[config.mk]
export PLATFORM = sky130hd
export DESIGN_NAME = ledger_port_arbiter
export DESIGN_NICKNAME = d
export VERILOG_FILES = /design/src/rtl/ledger_port_arbiter.sv
export SDC_FILE = /design/constraint.sdc
export NUM_CORES = 1
export LEC_CHECK = 0
export BUFFER_PORTS_ARGS = -buffer_cell sky130_fd_sc_hd__buf_2
export CAP_MARGIN = 20
export CELL_PAD_IN_SITES_DETAIL_PLACEMENT = 0
export CELL_PAD_IN_SITES_GLOBAL_PLACEMENT = 1
export CORE_ASPECT_RATIO = 0.75
export CORE_MARGIN = 1
export CORE_UTILIZATION = 42
export CTS_CLUSTER_DIAMETER = 80
export DETAILED_ROUTE_END_ITERATION = 6
export PLACE_DENSITY = 0.93
export SYNTH_ARGS = -nofsm -noshare
export SYNTH_HDL_FRONTEND = slang
export SYNTH_SLANG_ARGS = --single-unit
export TNS_END_PERCENT = 1
[constraint.sdc]
create_clock -name Clk -period 9.8 [get_ports Clk]
set_input_delay 0.49 -clock Clk [delete_from_list [all_inputs] [get_ports Clk]]
set_output_delay 0.49 -clock Clk [all_outputs]
set_load 0.02 [all_outputs]
[src/rtl/ledger_port_arbiter.sv]
// ledger_port_arbiter: single RAM port shared by display fetch (disp_*), pixel RMW writer (wr_*) and clear engine (clr_*), driving ram_*
module ledger_port_arbiter #(
  parameter int ROWS = 480,
  parameter int COLS = 80,
  parameter int ADDR_W = 16
)(
  input  logic              Clk,
  input  logic              Reset_n,
  input  logic              disp_req,
  input  logic [ADDR_W-1:0] disp_addr,
  output logic [31:0]       disp_data,
  output logic              disp_valid,
  input  logic              wr_req,
  output logic              wr_ready,
  input  logic [9:0]        wr_x,
  input  logic [9:0]        wr_y,
  input  logic [3:0]        wr_gray,
  output logic              wr_done,
  output logic              wr_err,
  input  logic              clr_req,
  input  logic [31:0]       clr_word,
  output logic              clr_busy,
  output logic              clr_done,
  output logic [ADDR_W-1:0] ram_addr,
  output logic              ram_we,
  output logic [31:0]       ram_wdata,
  input  logic [31:0]       ram_rdata
);
  localparam logic [2:0] IDLE = 3'd0, RD = 3'd1, WAIT = 3'd2, WR = 3'd3, CLR = 3'd4;
  localparam logic [ADDR_W-1:0] LAST = ADDR_W'(ROWS * COLS - 1);
  logic [2:0] state;
  logic [ADDR_W-1:0] addr, cnt;
  logic [2:0] sel;
  logic [3:0] gray;
  logic [31:0] merged, fill, merge_w;
  logic drop_done;
  assign wr_ready = Reset_n && state == IDLE && !clr_req;
  assign ram_addr = disp_req ? disp_addr : (state == CLR ? cnt : addr);
  assign ram_we = Reset_n && !disp_req && (state == WR || state == CLR);
  assign ram_wdata = state == CLR ? fill : merged;
  assign disp_data = ram_rdata;
  assign wr_done = drop_done || (Reset_n && !disp_req && state == WR);
  always_comb begin
    merge_w = ram_rdata;
    merge_w[{sel, 2'b00} +: 4] = gray;
  end
  always_ff @(posedge Clk) begin
    if (!Reset_n) begin
      state <= IDLE;
      cnt <= '0;
      disp_valid <= 1'b0;
      drop_done <= 1'b0;
      wr_err <= 1'b0;
      clr_done <= 1'b0;
      clr_busy <= 1'b0;
    end else begin
      disp_valid <= disp_req;
      drop_done <= 1'b0;
      wr_err <= 1'b0;
      clr_done <= 1'b0;
      case (state)
        IDLE:
          if (clr_req) begin
            fill <= clr_word;
            cnt <= '0;
            clr_busy <= 1'b1;
            state <= CLR;
          end else if (wr_req) begin
            gray <= wr_gray;
            sel <= 3'd7 - wr_x[2:0];
            addr <= (ADDR_W'(wr_y) << 6) + (ADDR_W'(wr_y) << 4) + ADDR_W'(wr_x[9:3]);
            if (wr_x >= 10'(COLS * 8) || wr_y >= 10'(ROWS)) begin
              drop_done <= 1'b1;
              wr_err <= 1'b1;
            end else state <= RD;
          end
        RD: state <= disp_req ? RD : WAIT;
        WAIT: begin
          merged <= merge_w;
          state <= WR;
        end
        WR: state <= disp_req ? WR : IDLE;
        CLR:
          if (!disp_req) begin
            if (cnt == LAST) begin
              clr_done <= 1'b1;
              clr_busy <= 1'b0;
              state <= IDLE;
            end else cnt <= cnt + 1'b1;
          end
        default: state <= IDLE;
      endcase
    end
  end
endmodule

[Word-level counts from Yosys, hierarchy flattened]
Index checks and enable logic that the tools add are counted.
Operators by class
  $add $sub $neg: 5
  magnitude comparators: 2
  equal/unequal tests: 11
  shift-type cells: 2
  mux-type cells: 22
  bitwise gates (word level): 5
  reduce and logical (&&, ||, !) cells: 20
Operators with widths (count)
  16-bit two-way mux: 5
  32-bit bitwise mux: 1
  32-bit two-way mux: 1
  16-bit one-hot mux with 2 select lines: 1
  4-bit by 7-bit variable shift with 32-bit output (first input constant): 1
  4-bit by 7-bit indexed part select with 32-bit output: 1
  16-bit by 1-bit adder with 16-bit output (second input constant): 1
  16-bit by 14-bit adder with 16-bit output: 1
  16-bit by 7-bit adder with 16-bit output: 1
  16-bit == test (second input constant): 1
  4-bit AND reduction: 4
  3-bit two-way mux: 5
  3-bit one-hot mux with 5 select lines: 1
  10-bit >= comparator (second input constant): 1
  10-bit by 9-bit >= comparator with 1-bit output (second input constant): 1
  5-bit negator with 7-bit output: 1
  3-bit by 2-bit == test with 1-bit output (second input constant): 2
  2-bit inequality test (second input constant): 3
  3-bit inequality test (second input constant): 2
  1-bit logical AND: 5
  1-bit two-way mux: 5
  1-bit NOT: 5
  2-bit two-way mux: 2
  4-bit OR reduction: 1
  12 further kinds: 15
Storage, ports and cells
  register bits after elaboration: 110
  input bits: 109
  output and inout bits: 87

[Longest topological paths before layout]
Gate-level depths: netlist (run 1).
  depth after elaboration: 6
  mapped depth: 9

[Worst setup path after synthesis (run 1)]
OpenSTA, ideal clock, no wires.
  path kind: input-to-reg
  start point: input Reset_n
  end point: register merged[0] (enable)
  arrival time: 4196 ps
  required time: 9287 ps
  path slack: 5091 ps
  cell stages on the path: 3
  path buffers: 1
  cell sequence: clkbuf_1 inv_1 nor4b_1
On the way
  cells in the longest elaborated chain, start to end: 1
Ends and longest elaborated chain
  from (decl): RTL line 8  | input logic Reset_n,
  2-bit AND reduction (no line)
  to (signal assigned): RTL line 79  | merged <= merge_w;
  to (decl): RTL line 35  | logic [31:0] merged, fill, merge_w;
No other way between the ends.
A chain may end at the register's enable or synchronous reset.

[Final worst setup path (run 1)]
  start point: register state[2]
  end point: output ram_addr[13]
On the way
  cells in the longest elaborated chain, start to end: 3
Ends and longest elaborated chain
  from (decl): RTL line 31  | logic [2:0] state;
  from (signal assigned): RTL line 77  | RD: state <= disp_req ? RD : WAIT;
  from (signal assigned): RTL line 82  | WR: state <= disp_req ? WR : IDLE;
  3-bit == test: RTL line 38  | assign ram_addr = disp_req ? disp_addr : (state == CLR ? cnt : addr);
  16-bit two-way mux (2 in series): RTL line 38
  to (decl): RTL line 24  | output logic [ADDR_W-1:0] ram_addr,
No other way between the ends.

==> results.json, run 1 <==
{
  "syn_nets": 671,
  "initial_core_util_pct": 43.12,
  "post_cts.repair.setup_buffers": 0,
  "synth_top_area_share_pct": 44.07,
  "die-height_um": 104.9,
  "switching_share_pct": 27.37,
  "startpoint": "state[2]",
  "crit_path_start_kind": "register",
  "yosysTopAreaCell": "edfxtp_1",
  "grt_max_degree": 38,
  "r2r_slack_ns": 7.20,
  "routedWlPerCell_um": 15.91,
  "core_um2": 13750,
  "fin_setup_tns_ns": 0,
  "cts_buffer_depth": 2,
  "grt_pass1_wl_um": 21830,
  "clkPwrFrac_pct": 30.7,
  "via_per_inst": 5.087,
  "ir_worst_vdd_v": 0.00007381,
  "slew_headroom_pct": 48.03,
  "power.share.combinational_pct": 19.8,
  "antenna_cells": 0,
  "r2r_start": "sel[0]",
  "drive_gt1_share_pct": 37.98,
  "power_leakage_nw": 3.055,
  "internal-power_mw": 0.7775,
  "drcViolationCount": 19,
  "drtAntennaViolNets": 0,
  "first_pass_iters": 7,
  "path_clk_slew_ns": 0.07,
  "setup_viol": 0,
  "hold_depth": 1,
  "fin_crit_sh_pct": 26.88,
  "slowest_stage": "dfxtp_1",
  "total_power_mw": 1.071,
  "clock-root-buffer": "clkbuf_16",
  "synth_area_per_cell_um2": 11.02,
  "drtIter0Drc": 238,
  "tritoncts.num_buffers": 9,
  "synth_warnings": 0,
  "die-area_um2": 14600,
  "power_density_nw_per_um2": 150.1,
  "clkSinkCount": 110,
  "rsz0062_at_grt": "false",
  "cts_resized": 0,
  "async_flop_share_pct": 0,
  "worstPathRequired_ns": 9.31,
  "nets": 831,
  "hp-start": "clr_word[31]",
  "synth_edf_count": 87,
  "ys.flop_type": "edfxtp_1",
  "hold_viol": 0,
  "row_count": 37,
  "cts_tree": "built",
  "synthCells": 538,
  "status": "complete, but fails checks",
  "path_class": "register to output pin",
  "min_period_ns": 2.634,
  "dp_hpwl_um": 10730,
  "max_stage_delay_ns": 0.52,
  "via_count": 4466,
  "max_cap_viol_count": 0,
  "fin_cells": 878,
  "ioPinCount": 196,
  "globalplace.congestion": 0.8521,
  "ctsHtreeMaxLevel": 3,
  "p_sw_mw": 0.2931,
  "end_kind": "output pin",
  "cp.arrival_ns": 2.14,
  "fmax_ghz": 0.3796,
  "portBuffers": 195,
  "track_usage_pct": 19.49,
  "ctsHoldBuffers": 0,
  "seqPwrFrac_pct": 49.6,
  "syn_area_um2": 5928,
  "ys_ff_latch": 110,
  "crit_family": "flip-flops",
  "finalWirelength_um": 13970,
  "grt_pass1_vias": 4226,
  "grt.overflow.total": 0,
  "finClkSkew_ns": 0.005137,
  "worst-path-buf-inv": 2,
  "areaGrowthSynthToFinish_pct": 20.30,
  "hold-path-endpoint": "fill[31]",
  "tightestPinTransition_ns": 0.7795,
  "path_cells": "nor3b_4 > buf_4 > mux2i_1 > o21ai_0 > buf_2",
  "utilization_pct": 51.87,
  "die_w_um": 139.2,
  "cp_max_fo": 18,
  "fillers": 1254,
  "antenna_found_initial": 0,
  "synthTopCellsByArea": "edfxtp_1 (44%), nand2_1 (8.0%), dfxtp_1 (7.8%), mux2_2 (6.1%), ha_1 (4.6%)",
  "synth_cell_types": 62,
  "clk_latency_ns": 0.35,
  "drv_slew": 0,
  "ff2ff_path_depth": 6,
  "dp.cells": 860,
  "violations": "DRC",
  "yosysSeqAreaShare_pct": 51.84,
  "hp-class": "input port to register",
  "r2r-end": "merged[14]"
}
[final cells by class]
cell class	count	area, µm²	area share (%)
clock buffers	11	232.7	3.263
clock inverters	5	26.28	0.3684
inverters	16	60.06	0.8421
multi-input cells	361	2467	34.60
flip-flops and latches	110	3073	43.09
well taps	175	219.0	3.070
repair buffers	200	1054	14.77
[worst register-to-register path, delay by kind of cell (launching register included)]
kind | cells | cell delay [ns]
adder cells (fa/ha/maj) | 2 | 0.55
multiplexers | 1 | 0.41
flip-flops | 1 | 0.42
AND/OR/NAND/NOR | 2 | 0.88
buffers and inverters | 1 | 0.11
[placed cells by master, fill, tap and decap left out, types with 6 or more instances in the layout]
master / n
nor2_1: 20
mux2i_1: 16
nor3_1: 10
buf_2: 195
o21ai_0: 23
inv_1: 16
a21oi_1: 7
clkbuf_16: 9
nand2_1: 126
dfxtp_1: 23
xnor2_1: 14
mux2_2: 32
edfxtp_1: 87
and3_1: 8
nand3_1: 6
xor2_1: 7
ha_1: 22
[routing by layer]
metal | routed length (µm) | vias to the layer above | GRT usage, %
met5 | 0 | - | 0
met4 | 124 | 0 | 6.111
met3 | 941 | 12 | 4.950
met2 | 6416 | 175 | 31.28
met1 | 6487 | 2090 | 25.84
li1 | - | 2189 | -
[worst max path at each step]
| stage | cells after the start | slack [ns] | to |
|---|---|---|---|
| 5_1_grt | 6 | 7.04 | merged[14] |
| 3_3_place_gp | 10 | 7.09 | addr[14] |
| 6_report | 5 | 7.17 | ram_addr[13] |
| 3_5_place_dp | 10 | 6.99 | addr[14] |
| 4_1_cts | 4 | 6.89 | ram_we |
| 2_1_floorplan | 3 | 5.09 | merged[0] |
[synth_stat cells (5+ instances only)]
| master | n |
|---|---|
| o21ai_0 | 23 |
| dfxtp_1 | 23 |
| nand3_1 | 6 |
| nand2_1 | 126 |
| mux2i_1 | 16 |
| xor2_1 | 7 |
| clkbuf_1 | 9 |
| nor2b_1 | 5 |
| buf_4 | 34 |
| nor3_1 | 10 |
| ha_1 | 22 |
| nor2_1 | 20 |
| a211oi_1 | 5 |
| and2_1 | 5 |
| xnor2_1 | 14 |
| buf_2 | 7 |
| inv_1 | 16 |
| a21oi_1 | 7 |
| mux2_2 | 32 |
| edfxtp_1 | 87 |
| and3_1 | 9 |
[stage by stage]
step	hold WS, ns	area, µm²	setup slack [ns]
floorplan	0.4707	5928	5.091
global placement	0.4872	6818	7.095
detailed placement	0.5161	6818	6.989
CTS	0.2937	7077	6.887
global route	0.2925	7132	7.040
finish	0.3076	7132	7.166
[flip-flops by register name, summed over array words and instances (netlist names)]
register / flops
sel: 3
state: 3
fill: 32
clr_done: 1
drop_done: 1
merged: 32
clr_busy: 1
gray: 4
cnt: 16
disp_valid: 1
addr: 16
[power by group through the flow]
stage / logic [mW] / clock network, mW / registers (mW)
finish: 0.212 / 0.328 / 0.531
global route: 0.231 / 0.355 / 0.532
CTS: 0.209 / 0.338 / 0.531
detailed placement: 0.208 / 0 / 0.542
global placement: 0.201 / 0 / 0.541
floorplan: 0.143 / 0 / 0.539
[cells by family after synthesis]
group                      after synthesis  synth area share [%]
adders and majority gates               24                 5.319
and+or+nand+nor                        213                 18.07
muxes                                   48                 8.780
xor gates and xnor gates                21                 3.103
DFF                                    110                 51.84
AOI/OAI and AO/OA                       55                 6.226
buffers and inverters                   67                 6.669
(Power assumes the default switching activity.)
==> run 2: changes to the inputs <==
--- a/config.mk
+++ b/config.mk
@@ -11,10 +11,10 @@
 export CELL_PAD_IN_SITES_GLOBAL_PLACEMENT = 1
 export CORE_ASPECT_RATIO = 0.75
 export CORE_MARGIN = 1
-export CORE_UTILIZATION = 42
+export CORE_UTILIZATION = 35
 export CTS_CLUSTER_DIAMETER = 80
 export DETAILED_ROUTE_END_ITERATION = 6
-export PLACE_DENSITY = 0.93
+export PLACE_DENSITY = 0.83
 export SYNTH_ARGS = -nofsm -noshare
 export SYNTH_HDL_FRONTEND = slang
 export SYNTH_SLANG_ARGS = --single-unit
==> constraint.sdc (replaced) <==
create_clock -name Clk -period 2.4 [get_ports Clk]
set_input_delay 0.12 -clock Clk [delete_from_list [all_inputs] [get_ports Clk]]
set_output_delay 0.12 -clock Clk [all_outputs]
set_load 0.02 [all_outputs]
==> results.json, run 2 (same netlist as run 1, synthesis figures left out) <==
{
  "status": "complete, but fails checks",
  "violations": "DRC",
  "via_count": 4545,
  "max_cap_viol_count": 0,
  "grt.overflow.total": 0,
  "power_leakage_nw": 3.269,
  "areaGrowthSynthToFinish_pct": 29.27,
  "cts_tree": "built",
  "path_class": "register to output pin",
  "reg.largest.list": "fill (32), merged (32)",
  "routedWlPerCell_um": 14.90,
  "crit_path_start_kind": "register",
  "row_count": 40,
  "die-area_um2": 17470,
  "cp.arrival_ns": 2.19,
  "drtAntennaViolNets": 0,
  "fillers": 1527,
  "clk_latency_ns": 0.35,
  "grt_pass1_vias": 4239,
  "placed_area_um2": 6947,
  "drtIter0Drc": 291,
  "antenna_cells": 0,
  "nets": 880,
  "stdcell_area_um2": 7664,
  "total_power_mw": 4.496,
  "max_stage_delay_ns": 0.52,
  "final_cell_mix": "buf_2 (195), nand2_1 (126), edfxtp_1 (87), dlygate4sd3_1 (44), mux2_2 (32)",
  "ioPinCount": 196,
  "grt_max_degree": 37,
  "hold_viol": 0,
  "worst_slack_ns": 0.08677,
  "place_ws_ns": 0.06376,
  "dp_hpwl_um": 10550,
  "slew_headroom_pct": 65.26,
  "fin_crit_sh_pct": 96.38,
  "worstPathRequired_ns": 2.28,
  "globalplace.congestion": 0.8132,
  "path_cells": "nor3b_4 > buf_12 > mux2i_1 > o21ai_0 > buf_2",
  "drv_slew": 0,
  "track_usage_pct": 16.69,
  "die_w_um": 152.3,
  "initial_core_util_pct": 36.45,
  "finClkSkew_ns": 0.01122,
  "ir_worst_vdd_v": 0.0003479,
  "tightestPinTransition_ns": 0.5205,
  "worst-path-buf-inv": 2,
  "clkSinkCount": 110,
  "tritoncts.num_buffers": 9,
  "drive_gt1_share_pct": 36.17,
  "setup_viol": 0,
  "antenna_found_initial": 0,
  "die-height_um": 114.7,
  "post_cts.repair.setup_buffers": 0,
  "portBuffers": 195,
  "slowest_stage": "nor3b_4",
  "cp_max_fo": 26,
  "finalWirelength_um": 14340,
  "fmax_ghz": 0.4323,
  "cts_buffer_depth": 2,
  "ctsHtreeMaxLevel": 3,
  "rsz0062_at_grt": "true",
  "via_per_inst": 4.725,
  "clock-root-buffer": "clkbuf_16",
  "drcViolationCount": 22,
  "end_kind": "output pin",
  "min_period_ns": 2.313,
  "grt_pass1_wl_um": 22330,
  "hp-class": "input port to register",
  "whs_ns": 0.07230,
  "final_common_cell": "buf_2",
  "crit_family": "simple AND/OR/NAND/NOR gates",
  "core_um2": 16270,
  "path_clk_slew_ns": 0.08,
  "power_density_nw_per_um2": 586.6,
  "first_pass_iters": 7
}
==> run 2: cell count changes in the layout (fill, tap and decap cells not counted), moves of 2 or more <==
cell	before	now
buf_12	0	2
buf_16	2	0
buf_4	3	8
clkinv_2	2	0
dlygate4sd3_1	0	44
inv_6	0	2
==> run 2: layout make-up <==
class / instances / area, µm² / share of cell area, %
flip-flops and latches: 110 / 3073 / 40.10
inverters: 16 / 60.06 / 0.7837
well taps: 210 / 262.8 / 3.429
clock buffers: 11 / 232.7 / 3.037
multi-input cells: 361 / 2477 / 32.33
clock inverters: 5 / 41.29 / 0.5388
repair buffers: 249 / 1516 / 19.79
==> run 2: power breakdown <==
part	switching [mW]	total [mW]	internal, mW
Clock	0.688	1.41	0.719
Sequential	0.0286	2.16	2.13
Combinational	0.534	0.926	0.392
Total	1.25	4.50	3.25
==> run 2: worst paths after layout <==
check / endpoint / start / cells after the start / slack [ns]
max reg2reg: merged[13] / sel[0] / 7 / 0.12
min reg2reg: cnt[5] / cnt[5] / 2 / 0.52
min: addr[4] / wr_y[0] / 2 / 0.07
max: ram_addr[14] / state[0] / 5 / 0.09
==> run 2: layer usage <==
layer  GRT usage, %  routed length, µm  part of all wire [%]
met1          21.66               6732                    47
met2          28.69               6608                    46
met3          4.466                923                   6.4
met4          2.245                 72                  0.50
met5              0                  0                     0
==> run 2: timing repair <==
item	CTS	global route
hold buffers	43	1
setup endpoints to repair	0	9
gates resized for setup	0	1
endpoints found under the hold margin	43	1
==> run 2: per-stage QoR <==
stage | TNS [ns] | std cells | utilization, %
final | 0 | 962 | 47.12
after global placement | 0 | 902 | 42.71
after global routing | -0.2132 | 962 | 47.12
after detailed placement | 0 | 902 | 42.71
after CTS | 0 | 961 | 47.04
after floorplan | 0 | 538 | -
